File: config.mk
export PLATFORM = sky130hd
export DESIGN_NAME = conv_arbiter
export DESIGN_NICKNAME = d
export VERILOG_FILES = /design/src/rtl/conv_arbiter.sv
export SDC_FILE = /design/constraint.sdc
export NUM_CORES = 1
export LEC_CHECK = 0
export CORE_MARGIN = 1
export CORE_UTILIZATION = 45
export DETAILED_ROUTE_END_ITERATION = 7
export GPL_ROUTABILITY_DRIVEN = 0
export HOLD_SLACK_MARGIN = 0.03
export PLACE_DENSITY = 0.81
export SETUP_SLACK_MARGIN = 0.3
export SYNTH_ARGS = -nofsm -noshare
export SYNTH_HDL_FRONTEND = slang
export SYNTH_SLANG_ARGS = --single-unit
File: constraint.sdc
create_clock -name clock -period 2.15 [get_ports clock]
set_input_delay 0.215 -clock clock [delete_from_list [all_inputs] [get_ports clock]]
set_output_delay 0.215 -clock clock [all_outputs]
set_load 0.02 [all_outputs]
File: src/rtl/conv_arbiter.sv
// Two-client arbiter for one shared 8-bit converter: one full soc/eoc conversion
// per grant, result returned on a shared data bus, ties broken round-robin.
module conv_arbiter (
  input  logic       clock,
  input  logic       reset_,
  output logic       soc,
  input  logic       eoc,
  input  logic [7:0] x,
  input  logic       req1,
  input  logic       req2,
  output logic       ack1,
  output logic       ack2,
  output logic [7:0] data
);
  typedef enum logic [1:0] {IDLE, START, WAIT, ACK} state_t;

  state_t     star, star_n;
  // client encoding for g/last: 0 = client 1, 1 = client 2
  logic       g, g_n, last, last_n;
  logic       soc_n, ack1_n, ack2_n;
  logic [7:0] data_n;
  logic       req_g, grant_ok;

  assign req_g    = g ? req2 : req1;
  assign grant_ok = eoc && (req1 || req2);

  always_ff @(posedge clock or negedge reset_) begin
    if (!reset_) begin
      star <= IDLE;
      g    <= 1'b0;
      last <= 1'b1;
      data <= 8'h00;
      soc  <= 1'b0;
      ack1 <= 1'b0;
      ack2 <= 1'b0;
    end else begin
      star <= star_n;
      g    <= g_n;
      last <= last_n;
      data <= data_n;
      soc  <= soc_n;
      ack1 <= ack1_n;
      ack2 <= ack2_n;
    end
  end

  always_comb begin
    star_n = star;
    g_n    = g;
    case (star)
      IDLE: if (grant_ok) begin
        star_n = START;
        // contested: the client not served last wins
        g_n    = (req1 && req2) ? ~last : req2;
      end
      START:   if (!eoc)  star_n = WAIT;
      WAIT:    if (eoc)   star_n = ACK;
      ACK:     if (!req_g) star_n = IDLE;
      default: star_n = IDLE;
    endcase
  end

  always_comb begin
    soc_n  = soc;
    ack1_n = ack1;
    ack2_n = ack2;
    data_n = data;
    last_n = last;
    case (star)
      IDLE:  if (grant_ok) soc_n = 1'b1;
      START: if (!eoc) soc_n = 1'b0;
      WAIT: if (eoc) begin
        data_n = x;
        if (g) ack2_n = 1'b1;
        else   ack1_n = 1'b1;
      end
      ACK: if (!req_g) begin
        ack1_n = 1'b0;
        ack2_n = 1'b0;
        last_n = g;
      end
      default: ;
    endcase
  end
endmodule
==> key figures, run 1 <==
Status
  – Status: completed

Logic synthesis
  – Mapped cell area: 810 um2
  – Leading area contributor after synthesis: dfrtp_1
  – Synth Net Count: 92
  – Post-synth cell types: 27
  – Top FF cell, synth: dfrtp_1
  – Seq/Total Area, Yosys: 0.465
  – Warnings, synthesis: 0
  – EDFF count, synth: 0
  – Most common library cells after synthesis: dfrtp_1 (14), o21ai_0 (10), mux2_2 (9)
  – Post-synth ARST share: 1.00
  – Seq cells post-synth: 15
  – Most instantiated library cell after synthesis: dfrtp_1
  – Synth top area share: 0.433
  – Avg Inst Size Synth: 10.9 um2
  – Synthesized netlist cell count: 74
  – Largest cells by area after synthesis: dfrtp_1 (43%), mux2_2 (13%), ha_1 (7.7%)

Global routing
  – Vias in the first global route: 614
  – Initial antenna violation count: 0
  – Largest net degree at the start of global routing: 16
  – Wire length of the first global-routing pass: 2.55 mm
  – Overflow after GRT: 0
  – Total GRT Usage: 0.179

Routing
  – Initial drt markers: 13
  – DRT Pass-1 Iters: 4
  – Avg WL per Cell: 13.6 um
  – Via/cell ratio: 5.27
  – Total vias in the final route: 648
  – WL final: 1.67 mm
  – DR DRC count: 0
  – Final ANT Viol Nets: 0

Power and ir drop
  – Maximum VDD drop: 0.724 mV
  – Comb pwr share: 0.555
  – Psw: 0.606 mW
  – Flop pwr share: 0.345
  – Leak: 0.460 nW
  – Switching share of power: 0.392
  – Int Power: 0.941 mW
  – Clk pwr share: 0.100
  – P per Cell Area: 1430 nW/um2

Floorplan
  – Initial Utilization: 0.508
  – Io pins: 24
  – Number of placement rows: 14
  – Total core area: 1590 um2
  – Chip Height: 44.4 um
  – Die W: 44.4 um
  – Die ar.: 1970 um2

Worst setup path
  – CP endpoint kind: flip-flop
  – Worst reg2reg endpoint: star[1]
  – Crit path launch type: flip-flop
  – Worst EP required: 2350 ps
  – Critical path fanouts, max: 7
  – R2R Setup Slk: 420 ps
  – RR Startpoint: star[1]
  – Crit path DAT: 1930 ps
  – Critical setup path kind: flip-flop to flip-flop
  – Cell count of the worst reg-to-reg path: 5

Cells and area
  – Final std cells w/o fill: 123
  – Layout area overhead: 33.4%
  – Fill cells: 122
  – Nets: 118
  – # diodes: 0
  – Sequential cell area: 377 um2
  – Footprint of the multi-input gates: 398 um2
  – Share of cells above drive strength 1: 0.152

Placed design
  – Buffers on Ports: 23
  – Placed cells: 119
  – Detail Placement HPWL: 1.29 mm

CTS
  – Clock Sinks: 15
  – CTS clk-pin slew, worst paths: 80 ps
  – Post-CTS resize count: 0
  – Clk buf depth: 2
  – Worst-skew pair later-pin latency: 270 ps
  – H-tree level count: 1
  – CTS tree: built
  – CTS buffer count: 3
  – Hold-fix buffers, CTS: 0
  – Postcts setup bufs: 0
  – Clock root buffer master: clkbuf_4

STA
  – Setup violations, final: 0
  – Skew final: 0.853 ps
  – Setup TNS: 0 ps
  – Final max-slew violation count: 0
  – Crit path time final: 1730 ps
  – Max Fclk: 576 MHz
  – Tightest Pin Transition: 658 ps
  – Max transition margin: 0.560
  – Tcrit/Tclk final: 0.807
  – Hold Vio Cnt, Final: 0
  – RSZ-0062 raised after global routing: false

Worst hold path
  – Hold Crit Class: primary input to asynchronous set/reset pin

Job
  – Max cap viols: 0
per-stage QoR:
step	utilization	power [mW]	setup WS (ps)	hold WS, ps	instance area [um2]
final	0.677	1.55	415	337	1080
after global routing	0.677	1.64	318	411	1080
after CTS	0.677	1.56	420	365	1080
after detailed placement	0.661	1.40	321	478	1050
after global placement	0.661	1.36	366	472	1050
after floorplan	-	1.06	594	-80.6	810
sequential cells by signal, indices dropped and copies added, names as in the netlist:
register	count
last	1
ack1	1
soc	1
ack2	1
g	1
data	8
star	2
kinds of logic (layout without fill, tap and decap cells):
group	count (synthesis)	in the layout	share of synthesized area
AOI/OAI and AO/OA	20	20	0.155
and+or+nand+nor	16	16	0.104
DFF	15	15	0.465
muxes	11	11	0.156
buffers and inverters	7	32	0.0433
adders and majority gates	5	5	0.0773
critical path, cell delays in order, from the launching register on:
cell	delay, ps
dfrtp_1	470
inv_1	100
ha_1	270
mux2_4	310
or3b_1	360
o211ai_1	150
routing by layer:
metal | up-vias | wire, um | track usage
met5 | - | 0 | 0
met4 | 0 | 9 | 0.0606
li1 | 311 | - | -
met1 | 316 | 720 | 0.203
met2 | 19 | 878 | 0.309
met3 | 2 | 62 | 0.0694
final cells by class:
| class | instances | area share |
|---|---|---|
| multi-input combinational | 52 | 0.368 |
| sequential | 15 | 0.349 |
| timing repair buffer | 23 | 0.213 |
| tap | 24 | 0.0278 |
| clock buffer | 4 | 0.0243 |
| inverter | 5 | 0.0174 |
worst max-delay path by stage:
stage	startpoint	endpoint
after global placement	eoc	star[1]
after CTS	star[1]	star[1]
final	star[1]	star[1]
after global routing	star[1]	star[1]
after detailed placement	eoc	star[1]
after floorplan	star[1]	star[1]
power by group through the flow:
stage / Clock (mW) / Sequential [mW] / Combinational [mW]
after floorplan: 0 / 0.634 / 0.429
after global placement: 0 / 0.532 / 0.828
after detailed placement: 0 / 0.541 / 0.856
after CTS: 0.163 / 0.536 / 0.859
after global routing: 0.168 / 0.553 / 0.920
final: 0.154 / 0.534 / 0.858
cells in the final DEF (no fill, tap or decap), types with 2 or more instances in the layout:
cell type / synthesis / routed
clkdlybuf4s50_1: 0 / 23
inv_1: 5 / 5
ha_1: 5 / 5
nand2_1: 7 / 7
o21ai_0: 10 / 10
a31oi_1: 2 / 2
nand3_1: 2 / 2
dfrtp_1: 14 / 14
nor2b_1: 2 / 2
clkbuf_4: 0 / 3
mux2_2: 9 / 9
Power figures use the tool's default switching activity.
==> inputs of run 2 (changes only) <==
--- a/config.mk
+++ b/config.mk
@@ -5,12 +5,13 @@
 export SDC_FILE = /design/constraint.sdc
 export NUM_CORES = 1
 export LEC_CHECK = 0
+export CORE_ASPECT_RATIO = 1.5
 export CORE_MARGIN = 1
-export CORE_UTILIZATION = 45
+export CORE_UTILIZATION = 41
 export DETAILED_ROUTE_END_ITERATION = 7
 export GPL_ROUTABILITY_DRIVEN = 0
 export HOLD_SLACK_MARGIN = 0.03
-export PLACE_DENSITY = 0.81
+export PLACE_DENSITY = 0.78
 export SETUP_SLACK_MARGIN = 0.3
 export SYNTH_ARGS = -nofsm -noshare
 export SYNTH_HDL_FRONTEND = slang
==> constraint.sdc (replaced) <==
create_clock -name clock -period 1.5 [get_ports clock]
set_input_delay 0.15 -clock clock [delete_from_list [all_inputs] [get_ports clock]]
set_output_delay 0.15 -clock clock [all_outputs]
set_load 0.02 [all_outputs]
==> run 2 against run 1 <==
Compared with the run above:
- the flow now finishes with violations (setup timing)
- sequential power rose by 42%
- critical path type unchanged
- register-to-register slack worse by 500 ps
- count of clock-buffer cells in the layout is 1 lower
- hold slack lost 160 ps
- non-clock buffer count increased by 8
- critical path depth stayed put
- die area increased by 9.5%
- utilization fell by 1.7 points
==> key figures, run 2 (same netlist as run 1, synthesis figures left out) <==
Status
  – Status: finished with violations
  – Failing checks: setup timing

Global routing
  – Wire length of the first global-routing pass: 3.24 mm (+27%)
  – Total GRT Usage: 0.210 (+0.0308)
  – Vias in the first global route: 757 (+23%)
  – Largest net degree at the start of global routing: 16 (unchanged)
  – Overflow after GRT: 0 (unchanged)
  – Initial antenna violation count: 0 (unchanged)

Worst setup path
  – CP endpoint kind: flip-flop
  – Crit-path slowest cell: dfrtp_1
  – Worst EP required: 1700 ps (-650 ps)
  – RR Startpoint: star[0]
  – Slowest stage delay, CP: 420 ps (-50 ps)
  – Critical path fanouts, max: 4 (-3)
  – Crit path DAT: 1780 ps (-150 ps)
  – Critical setup path kind: flip-flop to flip-flop
  – CP cell instances: inv_2 > ha_4 > mux2_4 > or3b_1 > o211ai_1
  – Crit path launch type: flip-flop
  – Worst setup path startpoint: star[0]

Cells and area
  – Footprint of the multi-input gates: 474 um2 (+19%)
  – Final Cell Area: 1220 um2 (+13%)
  – Fill cells: 155 (+27%)
  – Share of cells above drive strength 1: 0.336 (+0.185)
  – Most common cell after layout, fill and taps aside: dfrtp_1
  – Final std cells w/o fill: 128 (+4.1%)
  – Top reg by flops: data
  – Layout area overhead: 51.2%
  – Max reg flops: 8 (unchanged)
  – # diodes: 0 (unchanged)
  – Sequential cell area: 377 um2 (unchanged)
  – Nets: 126 (+6.8%)
  – Top Registers: data: 8 flops, star: 2 flops
  – Most frequent cells in the layout: dfrtp_1 (14), clkdlybuf4s50_1 (12), mux2_2 (8), dlygate4sd2_1 (8)

Routing
  – Avg WL per Cell: 14.4 um (+6.2%)
  – WL final: 1.85 mm (+11%)
  – Initial drt markers: 7 (-6)
  – DRT Pass-1 Iters: 2 (-2)
  – Via/cell ratio: 5.55 (+5.3%)
  – Final ANT Viol Nets: 0 (unchanged)
  – Total vias in the final route: 710 (+9.6%)
  – DR DRC count: 0 (unchanged)

Power and ir drop
  – Clk pwr share: 0.093 (-0.007)
  – P per Cell Area: 2020 nW/um2 (+41%)
  – Maximum VDD drop: 1.00 mV (+39%)
  – Switching share of power: 0.409 (+0.0170)
  – Total power: 2.48 mW (+60%)
  – Flop pwr share: 0.307 (-0.038)
  – Comb pwr share: 0.600 (+0.045)
  – Psw: 1.01 mW (+67%)
  – Leak: 0.530 nW (+15%)
  – Int Power: 1.47 mW (+56%)

STA
  – Max Fclk: 632 MHz (+9.7%)
  – Final setup margin: -81.1 ps (-496 ps)
  – Crit path time final: 1580 ps (-154 ps)
  – Tcrit/Tclk final: 1.05 (+0.247)
  – Final max-slew violation count: 0 (unchanged)
  – Tightest Pin Transition: 325 ps (-333 ps)
  – Skew final: 3.17 ps (+2.32 ps)
  – Hold Vio Cnt, Final: 0 (unchanged)
  – Hold WS: 177 ps (-161 ps)
  – RSZ-0062 raised after global routing: true
  – Max transition margin: 0.777 (+0.217)
  – Setup violations, final: 1 (+1)

Floorplan
  – Initial Utilization: 0.437 (-0.0713)
  – Die W: 38.3 um (-14%)
  – Chip Height: 56.4 um (+27%)
  – Number of placement rows: 19 (+5)
  – Io pins: 24 (unchanged)
  – Die ar.: 2160 um2 (+9.5%)
  – Total core area: 1850 um2 (+16%)

CTS
  – Worst-skew pair later-pin latency: 290 ps (+20 ps)
  – CTS buffer count: 3 (unchanged)
  – H-tree level count: 1 (unchanged)
  – CTS clk-pin slew, worst paths: 90 ps (about the same)
  – Clock Sinks: 15 (unchanged)
  – CTS tree: built
  – Clock root buffer master: clkbuf_4
  – Hold-fix buffers, CTS: 0 (unchanged)
  – Clk buf depth: 2 (unchanged)

Worst hold path
  – Hold Crit Class: primary input to asynchronous set/reset pin

Placed design
  – Placed cells: 122 (+2.5%)
  – Setup WS pre-CTS: -107 ps (-429 ps)
  – Placed standard-cell area: 1120 um2 (+6.5%)
  – Buffers on Ports: 23 (unchanged)
  – Detail Placement HPWL: 1.32 mm (+1.9%)

Job
  – Max cap viols: 0 (unchanged)
-- run 2: cell count changes in the layout (fill, tap and decap cells not counted), sizes merged --
| cell | previous run | this run |
|---|---|---|
| clkinv | 0 | 1 |
| clkdlybuf4s50 | 23 | 12 |
| clkdlybuf4s15 | 0 | 2 |
| buf | 0 | 8 |
| dlygate4sd2 | 0 | 8 |
-- run 2: worst max-delay path, delay by kind of cell (launching register included) --
family,cells,cell delay [ps]
multiplexers,1,270
flip-flops,1,420
buffers and inverters,1,80
AO/OA/AOI/OAI,1,210
AND/OR/NAND/NOR,1,350
adder cells (fa/ha/maj),1,160
-- run 2: worst paths after layout --
check,slack (ps),to,cells past startpoint
min in group clock,470,data[4],2
min reg2reg,510,data[4],1
max,-80,star[1],5
max reg2reg,-80,star[1],5
min,180,data[7],2
max in group asynchronous,1090,last,2
-- run 2: layout make-up --
cell class / instances / share of cell area
well taps: 21 / 0.0215
multi-input cells: 52 / 0.388
inverters: 5 / 0.0153
repair buffers: 31 / 0.245
clock buffers: 3 / 0.0184
clock inverters: 1 / 0.00409
flip-flops and latches: 15 / 0.308
-- run 2: metal layers --
metal | up-vias | track usage | routed length (um)
met5 | - | 0 | 0
met1 | 336 | 0.213 | 712
met4 | 0 | 0.143 | 94
met2 | 34 | 0.358 | 943
li1 | 329 | - | -
met3 | 11 | 0.0435 | 96
-- run 2: power by group through the flow --
stage | combinational [mW] | sequential [mW] | clock (mW)
after floorplan | 0.650 | 0.914 | 0
after CTS | 1.42 | 0.750 | 0.234
final | 1.49 | 0.760 | 0.231
after global routing | 1.64 | 0.785 | 0.257
after detailed placement | 1.36 | 0.765 | 0
after global placement | 1.31 | 0.741 | 0
-- run 2: metrics by stage --
step | utilization | TNS, ps
CTS | 0.650 | -59.8
detailed placement | 0.605 | -107
floorplan | - | 0
finish | 0.660 | -81.1
global route | 0.660 | -296
global placement | 0.605 | -29.8
-- run 2: timing repair --
item / 4_1_cts / 5_1_grt
gates resized for setup: 21 / 10
pin swaps: 1 / 2
endpoints found under the setup margin: 24 / 16
buffers inserted: 2 / 0
